$ cat src/rtl/insn_buffer_ctrl.sv
// Instruction buffer between fetch and decode: assembles 16-bit parcels into 16/32-bit instructions.
// Define RAFI_RVC_EN to enable compressed (16-bit) instruction detection.
package insn_buffer_pkg;
  typedef logic [31:0] addr_t;
  typedef logic [31:0] insn_t;

  localparam int INSN_BUFFER_ENTRY_COUNT = 4;
  typedef logic [$clog2(INSN_BUFFER_ENTRY_COUNT):0] insn_buffer_entry_count_t;

  typedef enum logic [3:0] {
    InsnAddrMisaligned = 4'd0,
    InsnAccessFault    = 4'd1,
    IllegalInsn        = 4'd2
  } ExceptionCode;

  typedef struct packed {
    logic         valid;
    ExceptionCode cause;
    addr_t        value;
  } TrapInfo;

  typedef struct packed {
    addr_t       pc;
    logic        fault;
    logic [15:0] insn;
  } InsnBufferEntry;
endpackage

module insn_buffer_ctrl
  import insn_buffer_pkg::*;
#(
  parameter int ENTRY_COUNT = INSN_BUFFER_ENTRY_COUNT
) (
  input  logic                         clk,
  input  logic                         rst_n,
  input  logic                         flush,
  input  logic                         push_valid,
  input  logic [1:0]                   push_count,
  input  InsnBufferEntry               push_entry0,
  input  InsnBufferEntry               push_entry1,
  output logic                         push_ready,
  output logic                         pop_valid,
  input  logic                         pop_ready,
  output addr_t                        pop_pc,
  output insn_t                        pop_insn,
  output logic                         pop_compressed,
  output TrapInfo                      pop_trap,
  output logic [$clog2(ENTRY_COUNT):0] count
);
  localparam int PW = $clog2(ENTRY_COUNT);
  localparam int CW = PW + 1;

  typedef enum logic [0:0] {
    NORMAL    = 1'b0,
    TRAP_WAIT = 1'b1
  } state_t;

  InsnBufferEntry entries_r [ENTRY_COUNT];
  logic [PW-1:0]  head_r;
  logic [PW-1:0]  tail_r;
  logic [CW-1:0]  count_r;
  state_t         state_r;
  state_t         state_next_s;

  InsnBufferEntry head_entry_s;
  InsnBufferEntry next_entry_s;
  logic           is_32_s;
  logic [1:0]     need_s;
  logic           trap_s;
  addr_t          trap_value_s;
  logic           has_need_s;
  logic [1:0]     push_n_s;
  logic           push_fire_s;
  logic           pop_fire_s;
  logic [CW-1:0]  push_add_s;
  logic [CW-1:0]  pop_sub_s;

  assign head_entry_s = entries_r[head_r];
  assign next_entry_s = entries_r[head_r + PW'(1)];

  // Classify the head: parcels needed, and whether the instruction is a fetch trap.
  always_comb begin
`ifdef RAFI_RVC_EN
    is_32_s = (head_entry_s.insn[1:0] == 2'b11);
`else
    is_32_s = 1'b1;
`endif
    if (head_entry_s.fault) begin
      need_s       = 2'd1;
      trap_s       = 1'b1;
      trap_value_s = head_entry_s.pc;
    end else if (is_32_s) begin
      need_s       = 2'd2;
      trap_s       = next_entry_s.fault;
      trap_value_s = next_entry_s.pc;
    end else begin
      need_s       = 2'd1;
      trap_s       = 1'b0;
      trap_value_s = head_entry_s.pc;
    end
  end

  assign has_need_s = (count_r >= CW'(need_s));
  // Only free slots at the start of the cycle count; a same-cycle pop does not help.
  assign push_ready  = (count_r <= CW'(ENTRY_COUNT - 2));
  assign push_n_s    = (push_count == 2'd2) ? 2'd2 : 2'd1;
  assign push_fire_s = push_valid && push_ready && !flush;
  assign pop_fire_s  = pop_valid && pop_ready;
  assign count       = count_r;

  // Handshake-qualified occupancy deltas.
  always_comb begin
    if (push_fire_s) begin
      push_add_s = CW'(push_n_s);
    end else begin
      push_add_s = '0;
    end
    if (pop_fire_s) begin
      pop_sub_s = CW'(need_s);
    end else begin
      pop_sub_s = '0;
    end
  end

  // Decode-facing outputs, combinational from held parcels and gated by flush.
  always_comb begin
    pop_valid = (state_r == NORMAL) && !flush && has_need_s;
    pop_pc    = head_entry_s.pc;
    if (is_32_s) begin
      pop_insn = {next_entry_s.insn, head_entry_s.insn};
    end else begin
      pop_insn = {16'h0000, head_entry_s.insn};
    end
`ifdef RAFI_RVC_EN
    pop_compressed = !is_32_s;
`else
    pop_compressed = 1'b0;
`endif
    pop_trap.valid = trap_s && has_need_s;
    pop_trap.cause = InsnAccessFault;
    pop_trap.value = trap_value_s;
  end

  // Pointer and occupancy registers; flush discards everything including a same-cycle push.
  always_ff @(posedge clk or negedge rst_n) begin
    if (!rst_n) begin
      head_r  <= '0;
      tail_r  <= '0;
      count_r <= '0;
    end else if (flush) begin
      head_r  <= '0;
      tail_r  <= '0;
      count_r <= '0;
    end else begin
      if (push_fire_s) begin
        tail_r <= tail_r + PW'(push_n_s);
      end
      if (pop_fire_s) begin
        head_r <= head_r + PW'(need_s);
      end
      count_r <= count_r + push_add_s - pop_sub_s;
    end
  end

  // Parcel storage; the second parcel lands at tail+1 with wrap.
  always_ff @(posedge clk or negedge rst_n) begin
    if (!rst_n) begin
      for (int i = 0; i < ENTRY_COUNT; i++) begin
        entries_r[i] <= '0;
      end
    end else if (push_fire_s) begin
      entries_r[tail_r] <= push_entry0;
      if (push_n_s == 2'd2) begin
        entries_r[tail_r + PW'(1)] <= push_entry1;
      end
    end
  end

  // FSM state register.
  always_ff @(posedge clk or negedge rst_n) begin
    if (!rst_n) begin
      state_r <= NORMAL;
    end else begin
      state_r <= state_next_s;
    end
  end

  // FSM next state: a popped trap halts issue until the pipeline flushes.
  always_comb begin
    state_next_s = state_r;
    case (state_r)
      NORMAL: begin
        if (flush) begin
          state_next_s = NORMAL;
        end else if (pop_fire_s && trap_s) begin
          state_next_s = TRAP_WAIT;
        end else begin
          state_next_s = NORMAL;
        end
      end
      TRAP_WAIT: begin
        if (flush) begin
          state_next_s = NORMAL;
        end else begin
          state_next_s = TRAP_WAIT;
        end
      end
      default: state_next_s = NORMAL;
    endcase
  end
endmodule
$ cat config.mk
export PLATFORM = sky130hd
export DESIGN_NAME = insn_buffer_ctrl
export DESIGN_NICKNAME = d
export VERILOG_FILES = /design/src/rtl/insn_buffer_ctrl.sv
export SDC_FILE = /design/constraint.sdc
export NUM_CORES = 1
export LEC_CHECK = 0
export BUFFER_PORTS_ARGS = -buffer_cell sky130_fd_sc_hd__buf_2
export CAP_MARGIN = 20
export CORE_MARGIN = 2
export CORE_UTILIZATION = 40
export CTS_CLUSTER_SIZE = 16
export DETAILED_ROUTE_END_ITERATION = 10
export GPL_TIMING_DRIVEN = 1
export PLACE_DENSITY = 0.64
export SYNTH_ARGS = -nofsm -noshare
export SYNTH_HDL_FRONTEND = slang
export SYNTH_SLANG_ARGS = --single-unit
$ cat constraint.sdc
create_clock -name clk -period 4.1 [get_ports clk]
set_input_delay 0.615 -clock clk [delete_from_list [all_inputs] [get_ports clk]]
set_output_delay 0.615 -clock clk [all_outputs]
set_load 0.02 [all_outputs]
; Yosys cells after proc, flatten, opt, wreduce, memory -nomap -nowiden
; Cells that the tools add are included.
; Widths: inputs -> output; s select.
[word_totals]
inputBits = 105
elab_cells = 77
out_inout_bits = 107
reg_bits = 204
[op_classes]
n_lt_le_gt_ge = 8
n_bitwise = 5
n_mux = 28
eq_ne = 2
n_reduce_logical = 12
n_addsub = 6
[ops]
columns = operator, count
row1 = $bwmux 196, 2
row2 = $mux 49, 6
row3 = $bmux 49 s2, 2
row4 = $demux 49 s2, 2
row5 = $mux 196, 1
row6 = $mux 32, 1
row7 = $mux 2, 8
row8 = $ge 3x3->1 const B, 4
row9 = $not 2->3, 4
row10 = $logic_and 1x1->1, 9
row11 = $lt 3x1->1 const B, 2
row12 = $add 2x1->2 const B, 2
row13 = $add 2x2->2, 2
row14 = $eq 2x2->1 const B, 2
row15 = $mux 1, 4
row16 = $reduce_bool 2->1, 2
row17 = $add 3x3->3, 1
row18 = $ge 3x2->1, 1
row19 = $le 3x2->1 const B, 1
row20 = $mux 3, 1
row21 = $sub 3x3->3, 1
row22 = $pmux 1 s2, 1
row23 = $logic_not 1->1, 1
row24 = $not 1->1, 1

; Logic depth before layout (Yosys ltp)
; Gate-level depths: netlist of the first run.
[logic_depth]
word_depth = 12
depth_mapped = 14
mapped_depth_nobuf = 13

; Least setup slack after synthesis of the first run
; No wires, ideal clock.
[synth_timing]
path_kind = flip-flop to flip-flop
from = register entries_r[163] (netlist bit)
to = register count_r[2] (netlist: count[2])
required_ns = 3.979
period_less_slack_ns = 3.297
arrival_time_ns = 3.176
setup_slack_ns = 0.803
stages_incl_launch_ff = 14
path_buffers = 0
setup_time_ns = 0.121
path_cell_list = dfrtp_1 -> mux4_2 -> ha_1 -> nand2b_1 -> a211o_1 -> and2_1 -> and3_1 -> ha_1 -> inv_1 -> ha_1 -> inv_1 -> fa_1 -> xnor2_1 -> nor2_1
[synth_between]
elab_chain_cells = 10
[synth_lines]
columns = element, line
row1 = start: declaration, 58  ; InsnBufferEntry entries_r [ENTRY_COUNT];
row2 = start signal: indexed assignment, 172  ; entries_r[tail_r] <= push_entry0;
row3 = start signal: indexed assignment, 174  ; entries_r[tail_r + PW'(1)] <= push_entry1;
row4 = $bmux 49 s2, 78  ; assign head_entry_s = entries_r[head_r];
row5 = $mux 49 (not written as such) (2 in a row), 78
row6 = $mux 2, 88  ; if (head_entry_s.fault) begin
row7 = $ge 3x2->1, 103  ; assign has_need_s = (count_r >= CW'(need_s));
row8 = $logic_and 1x1->1, 127  ; pop_valid = (state_r == NORMAL) && !flush && has_need_s;
row9 = named net pop_valid, 42  ; output logic pop_valid,
row10 = $logic_and 1x1->1, 108  ; assign pop_fire_s = pop_valid && pop_ready;
row11 = $mux 2, 118  ; if (pop_fire_s) begin
row12 = $sub 3x3->3, 161  ; count_r <= count_r + push_add_s - pop_sub_s;
row13 = $mux 3, 150  ; end else if (flush) begin
row14 = end signal: assignment, 161
row15 = end: declaration, 61  ; logic [CW-1:0] count_r;
; The timed path passes the listed nets, and every way through them passes these cells. The select of a mux whose other input is x is not followed.
; A chain may end at the register's enable or synchronous reset.

==> qor.yml, run 1 <==
cells_and_area:
  final_core_util: 0.486
  drive_gt1_frac: 0.300
  nets: 1289
  syn_to_final_growth_pct: 19.2
  fill_cells: 2551
critical_path:
  crit_chain: "buf_4, nor2_1, a21oi_4, buf_4, o22ai_1, a21oi_1, buf_2"
  arrival_ns: 3.23
  r2r_slack_ns: 0.45
  cp_max_fo: 45
  slowest_stage: "dfrtp_4"
  crit_required_ns: 3.48
  path_class: "register to primary output"
  crit_path_frequent_cell: "buf_4"
  critPathMaxStageDelay_ns: 0.61
  worstSetupEndpointType: "primary output"
  critPathBufInv: 3
  path_delay_family: "buffers and inverters"
  critPathLaunchType: "register"
grt:
  track_usage: 0.257
  grt_pass1_vias: 10200
  grt_max_degree: 104
  gr-total-overflow: 0
  grt_pass1_wl_microns: 61300
  antenna_found_initial: 5
clocking:
  cts_buffers: 24
  htreeDepth: 1
  clk_latency_ns: 0.51
  clock_path_buffers: 3
  cts_tree: "built"
  clkTransAtPathRegs_ns: 0.06
  root_buffer: "clkbuf_16"
  clock-sinks: 204
power:
  peakVddDrop_mv: 0.587
  cellPowerDensity_mw_per_mm2: 922
  leakage_nw: 5.41
yosys:
  synth_enable_flop_cells: 0
  synth.distinct_cells: 42
  yosysWarnings: 0
  synth_top_area_share: 0.449
  synth-seq-area-share: 0.449
  synth_ff_type: "dfrtp_1"
  synth_area_per_cell_sq_um: 11.1
  ys_ff_latch: 204
  synthesis.area_sq_mm: 0.0114
  yosysTopAreaCell: "dfrtp_1"
  async_reset_ff_frac: 1.00
  yosysMostFrequentCell: "o22ai_1"
  synth_cells: 1029
  yosys-top-cells-count: "207 x o22ai_1, 204 x dfrtp_1, 155 x a2bb2oi_1, 70 x a21oi_1, 58 x clkbuf_1"
  synth_area_leaders: "dfrtp_1 45%, a2bb2oi_1 12%, o22ai_1 11%"
floorplanning:
  dieHeight_microns: 173
  die_x_microns: 173
  io_pins: 212
  rows: 61
  dieArea_sq_mm: 0.0298
  coreArea_sq_mm: 0.0279
  start_util: 0.408
timing:
  timing.setup.tns_ns: 0
  timing.slew.headroom: 0.261
  hold_viol_final: 0
  slew_violations: 0
  tightest_slew_ns: 1.10
  fin_crit_ns: 3.85
  fin_crit_sh: 0.938
  skew_ns: 0.00960
  fmax_mhz: 260
  rsz0062_at_grt: "no"
  setup_viol_count_final: 0
place:
  post-dp-hpwl_microns: 23500
  portBuffers: 206
  gp_congestion: 0.797
worst_hold_path:
  hold_path_class: "input pin to asynchronous set/reset pin"
route:
  wl_per_cell_microns: 24.9
  drt_iter0_markers: 890
  vias_per_cell: 6.51
  ant_nets: 0
  routed_wl_microns: 39200
  num_vias: 10300
  dr.pass1.iters: 5
  drc: 0
run_status:
  status: "completed"
run:
  maxCapViolCount: 0
-- sequential cells by signal, summed over array words and instances (netlist names) --
| signal | flops |
|---|---|
| tail_r | 2 |
| count | 3 |
| head_r | 2 |
| entries_r | 196 |
| state_r | 1 |
-- cells by family (layout without fill, tap and decap cells) --
group,Yosys count,after routing,synth area share
other cells,2,8,0.000660
xor+xnor,4,4,0.00308
fa+ha+maj,8,8,0.0101
buf+inv,131,293,0.0531
flops,204,204,0.449
simple gates,73,73,0.0373
mux,71,71,0.0989
compound gates,536,536,0.348
-- cell usage in the layout (no fill, tap or decap), types with 22 or more instances in the layout --
| cell type | n |
|---|---|
| clkbuf_16 | 25 |
| nor2b_1 | 38 |
| buf_2 | 205 |
| buf_4 | 34 |
| a211oi_1 | 32 |
| mux4_2 | 33 |
| a22oi_1 | 22 |
| a21oi_1 | 66 |
| o22ai_1 | 207 |
| a2bb2oi_1 | 155 |
| mux2i_1 | 37 |
| dfrtp_1 | 202 |
-- layer usage --
| layer | wire, microns | global-route usage | up-vias |
|---|---|---|---|
| met5 | 24 | 0 | - |
| met4 | 832 | 0.0691 | 4 |
| met3 | 2810 | 0.0418 | 74 |
| met2 | 18200 | 0.404 | 529 |
| met1 | 17300 | 0.370 | 5170 |
| li1 | - | - | 4475 |
-- cell type report --
class                   instances  area (sq um)  share of cell area
multi-input cells             697          5770               0.426
inverters                       5          18.8             0.00139
well taps                     378           473              0.0349
repair buffers                244          1370               0.101
diodes                          3          7.51            0.000554
clock buffers                  40           782              0.0577
clock inverters                 4          20.0             0.00148
flip-flops and latches        204          5110               0.377
-- worst paths after layout --
| path | from | endpoint | depth (start not counted) |
|---|---|---|---|
| setup reg to reg | head_r[1]$_DFFE_PN0P_ | count[2]$_DFF_PN0_ | 13 |
| max in group asynchronous | rst_n | entries_r[121]$_DFFE_PN0P_ | 2 |
| hold / removal | rst_n | entries_r[101]$_DFFE_PN0P_ | 1 |
| hold reg to reg | entries_r[141]$_DFFE_PN0P_ | entries_r[141]$_DFFE_PN0P_ | 1 |
| setup / recovery | head_r[1]$_DFFE_PN0P_ | pop_trap[12] | 7 |
| min in group clk | push_valid | tail_r[0]$_DFFE_PN0P_ | 3 |
-- per-stage QoR --
stage | std cells | area (sq um) | total power, mW | hold slack, ns | setup WS (ns)
6_report | 1575 | 13600 | 12.5 | 0.152 | 0.255
5_1_grt | 1573 | 13500 | 13.2 | 0.211 | 0.103
4_1_cts | 1570 | 13500 | 12.5 | 0.189 | 0.126
3_5_place_dp | 1526 | 12700 | 10.3 | 0.473 | 0.472
3_3_place_gp | 1526 | 12700 | 10.2 | 0.476 | 0.529
2_1_floorplan | 1032 | 11400 | 8.17 | 0.319 | 0.803
-- where the power goes --
group / internal, mW / switching, mW
clock network: 1.29 / 0.862
registers: 2.99 / 0.803
logic: 2.78 / 3.76
total: 7.06 / 5.42
-- repair_timing --
item,4_1_cts,5_1_grt
setup endpoints to repair,0,23
hold buffers,0,0
gates resized for setup,0,1
setup buffers,0,0
Note: power is estimated with default switching activity, not from simulation.
==> inputs of run 2 (changes only) <==
--- a/config.mk
+++ b/config.mk
@@ -5,6 +5,7 @@
 export SDC_FILE = /design/constraint.sdc
 export NUM_CORES = 1
 export LEC_CHECK = 0
+export ABC_AREA = 1
 export BUFFER_PORTS_ARGS = -buffer_cell sky130_fd_sc_hd__buf_2
 export CAP_MARGIN = 20
 export CORE_MARGIN = 2
@@ -12,7 +13,7 @@
 export CTS_CLUSTER_SIZE = 16
 export DETAILED_ROUTE_END_ITERATION = 10
 export GPL_TIMING_DRIVEN = 1
-export PLACE_DENSITY = 0.64
+export PLACE_DENSITY = 0.62
 export SYNTH_ARGS = -nofsm -noshare
 export SYNTH_HDL_FRONTEND = slang
 export SYNTH_SLANG_ARGS = --single-unit
==> run 2 against run 1 <==
  * Largest cell class unchanged
  * Critical path depth up 3
  * Clock power rose by 9.8%
  * Critical endpoint is now pop_trap[9]
  * Sequential cell count did not move
  * Non-clock buffer count fell by 4
==> qor.yml, run 2 <==
place:
  gp_congestion: 0.844  # +6.0%
  post-dp-hpwl_microns: 30500  # +30%
  portBuffers: 206  # unchanged
critical_path:
  slowest_stage: "dfrtp_4"
  arrival_ns: 3.14  # -0.09 ns
  critPathBufInv: 5  # +2
  worstRegToRegCells: 21  # +8
  crit_path_frequent_cell: "nand2_1"
  reg2reg_to: "count[2]$_DFF_PN0_"
  crit_chain: "inv_2, nand2_1, nand3_1, nand2_1, buf_4, inv_2, buf_4, nand2_1, o21ai_0, buf_2"
  critPathLaunchType: "register"
  cp_max_fo: 24  # -47%
  path_class: "register to primary output"
  critPathMaxStageDelay_ns: 0.49  # -0.12 ns
  crit_required_ns: 3.48  # about the same
  path_delay_family: "buffers and inverters"
  r2r_start: "head_r[0]$_DFFE_PN0P_"
  r2r_slack_ns: 0.70  # +0.25 ns
  worstSetupEndpointType: "primary output"
floorplanning:
  dieArea_sq_mm: 0.0365  # +23%
  start_util: 0.405  # -0.00279
  dieHeight_microns: 191  # +11%
  io_pins: 212  # unchanged
  coreArea_sq_mm: 0.0345  # +24%
  die_x_microns: 191  # +11%
  rows: 68  # +11%
yosys:
  synth_area_leaders: "dfrtp_1 36%, nand2_1 19%, a21oi_1 13%"
  yosysMostFrequentCell: "nand2_1"
  synth_top_area_share: 0.365  # -0.0844
  synth_ff_type: "dfrtp_1"
  synth_cells: 2216  # +120%
  synth_enable_flop_cells: 0  # unchanged
  ys_ff_latch: 204  # unchanged
  yosys-top-cells-count: "706 x nand2_1, 356 x a21oi_1, 347 x inv_1, 204 x dfrtp_1, 181 x o21ai_0"
  synth_area_per_cell_sq_um: 6.32  # -43%
  synth-seq-area-share: 0.365  # -0.0844
  synth.distinct_cells: 24  # -43%
  yosysWarnings: 0  # unchanged
  synthesis.area_sq_mm: 0.0140  # +23%
  async_reset_ff_frac: 1.00  # unchanged
  yosysTopAreaCell: "dfrtp_1"
timing:
  slew_violations: 0  # unchanged
  fmax_mhz: 266  # +2.4%
  hold_viol_final: 0  # unchanged
  fin_crit_ns: 3.76  # -0.0886 ns
  timing.setup.tns_ns: 0  # unchanged
  rsz0062_at_grt: "no"
  fin_crit_sh: 0.916  # -0.0216
  timing.slew.headroom: 0.249  # -0.0110
  setup_viol_count_final: 0  # unchanged
  whs_ns: 0.130  # -0.0221 ns
  skew_ns: 0.0140  # +0.00438 ns
  tightest_slew_ns: 1.12  # +0.0223 ns
clocking:
  clkTransAtPathRegs_ns: 0.06  # about the same
  clk_latency_ns: 0.54  # +0.03 ns
  root_buffer: "clkbuf_16"
  post_cts_buffers: 0  # unchanged
  cts_tree: "built"
  htreeDepth: 1  # unchanged
  clock-sinks: 204  # unchanged
  post_cts_resized: 0  # unchanged
  clock_path_buffers: 3  # unchanged
  cts_hold_repair.buffers: 0  # unchanged
  cts_buffers: 26  # +8.3%
grt:
  grt_max_degree: 100  # -3.8%
  gr-total-overflow: 0  # unchanged
  antenna_found_initial: 6  # +1
  grt_pass1_wl_microns: 79100  # +29%
  track_usage: 0.277  # +0.0197
  grt_pass1_vias: 14300  # +40%
cells_and_area:
  fill_cells: 3592  # +41%
  syn_to_final_growth_pct: 15.5
  final_cell_mix: "700 x nand2_1, 356 x a21oi_1, 345 x inv_1, 205 x buf_2, 202 x dfrtp_1"
  final_common_cell: "nand2_1"
  largest_reg_flops: 196  # unchanged
  max_flop_register: "entries_r"
  nets: 2442  # +89%
  drive_gt1_frac: 0.130  # -0.170
power:
  peakVddDrop_mv: 0.478  # -19%
  p_int_mw: 6.57  # -7.1%
  p_sw_mw: 6.03  # +11%
  pwr-share-clk: 0.188  # +0.015
  swShare: 0.479  # +0.0443
  p_seq_frac: 0.289  # -0.015
  cellPowerDensity_mw_per_mm2: 778  # -16%
  comb_power_share: 0.523  # about the same
  leakage_nw: 8.44  # +56%
route:
  ant_nets: 0  # unchanged
  num_vias: 15000  # +46%
  drt_iter0_markers: 1072  # +20%
  dr.pass1.iters: 5  # unchanged
  routed_wl_microns: 51300  # +31%
  wl_per_cell_microns: 18.3  # -27%
  vias_per_cell: 5.34  # -18%
  drc: 0  # unchanged
worst_hold_path:
  hold_path_class: "input pin to asynchronous set/reset pin"
run:
  maxCapViolCount: 0  # unchanged
run_status:
  status: "completed"
-- run 2: cell count changes after synthesis, sizes merged, moves of 42 or more --
cell,change
o21ai,+197
a2bb2oi,-175
nor2,+42
o22ai,-141
a21oi,+283
inv,+347
nand2,+699
-- run 2: cell families (layout without fill, tap and decap cells) --
family	after synthesis	after routing	synth area share
flops	204	204	0.365
other cells	2	8	0.000536
fa+ha+maj	8	8	0.00822
simple gates	825	825	0.230
buf+inv	510	637	0.144
xor+xnor	2	2	0.00125
compound gates	665	665	0.251
-- run 2: worst max-delay path by stage --
stage,slack [ns],cells after the start,end,from
floorplan,0.90,22,count[2]$_DFF_PN0_,head_r[0]$_DFFE_PN0P_
global placement,0.81,21,count[2]$_DFF_PN0_,head_r[0]$_DFFE_PN0P_
detailed placement,0.74,21,count[2]$_DFF_PN0_,head_r[0]$_DFFE_PN0P_
CTS,0.32,10,pop_trap[6],head_r[0]$_DFFE_PN0P_
global route,0.08,10,pop_trap[9],head_r[0]$_DFFE_PN0P_
finish,0.34,10,pop_trap[9],head_r[0]$_DFFE_PN0P_
-- run 2: routing by layer --
layer  up-vias  part of all wire  wire [microns]  track usage
met4         6             0.036            1850        0.118
met1      6896              0.41           21100        0.355
met2       682              0.47           23900        0.460
li1       7243                 -               -            -
met3       137             0.085            4360       0.0452
met5         -           0.00058              30            0
-- run 2: final cells by class --
type,count,area [sq um],area share
diodes,3,7.51,0.000464
repair buffers,240,1330,0.0824
multi-input cells,1505,6960,0.430
inverters,352,1320,0.0817
well taps,455,569,0.0352
clock inverters,6,80.1,0.00495
flip-flops and latches,204,5110,0.316
clock buffers,39,791,0.0489
-- run 2: power by group through the flow --
stage / registers (mW) / clock network [mW] / logic [mW]
after floorplan: 3.48 / 0 / 4.54
after global placement: 3.63 / 0 / 6.47
after detailed placement: 3.65 / 0 / 6.55
after CTS: 3.63 / 2.41 / 6.58
after global routing: 3.77 / 2.49 / 7.33
final: 3.64 / 2.36 / 6.59
-- run 2: metrics by stage --
step / power (mW) / util / area (sq um) / cells / setup WS [ns]
2_1_floorplan: 8.02 / - / 14000 / 2219 / 0.898
3_3_place_gp: 10.1 / 0.443 / 15300 / 2756 / 0.805
3_5_place_dp: 10.2 / 0.443 / 15300 / 2756 / 0.736
4_1_cts: 12.6 / 0.468 / 16200 / 2801 / 0.319
5_1_grt: 13.6 / 0.468 / 16200 / 2803 / 0.0769
6_report: 12.6 / 0.468 / 16200 / 2804 / 0.343
-- run 2: worst reg2reg max path, cell delays in order (launching register included) --
cell and delay (ns):
dfrtp_4 0.49, inv_2 0.22, nand2_1 0.09, nand2_1 0.11, nand2_1 0.05, nand2_1 0.31, ha_1 0.32, inv_1 0.05
nand2_1 0.04, nand2_1 0.05, nand2_1 0.06, nand2_1 0.08, inv_1 0.05, nand2_1 0.11, nor2_1 0.06, ha_1 0.29
inv_1 0.06, ha_1 0.12, inv_1 0.05, fa_1 0.42, xor2_1 0.18, nor2_1 0.05
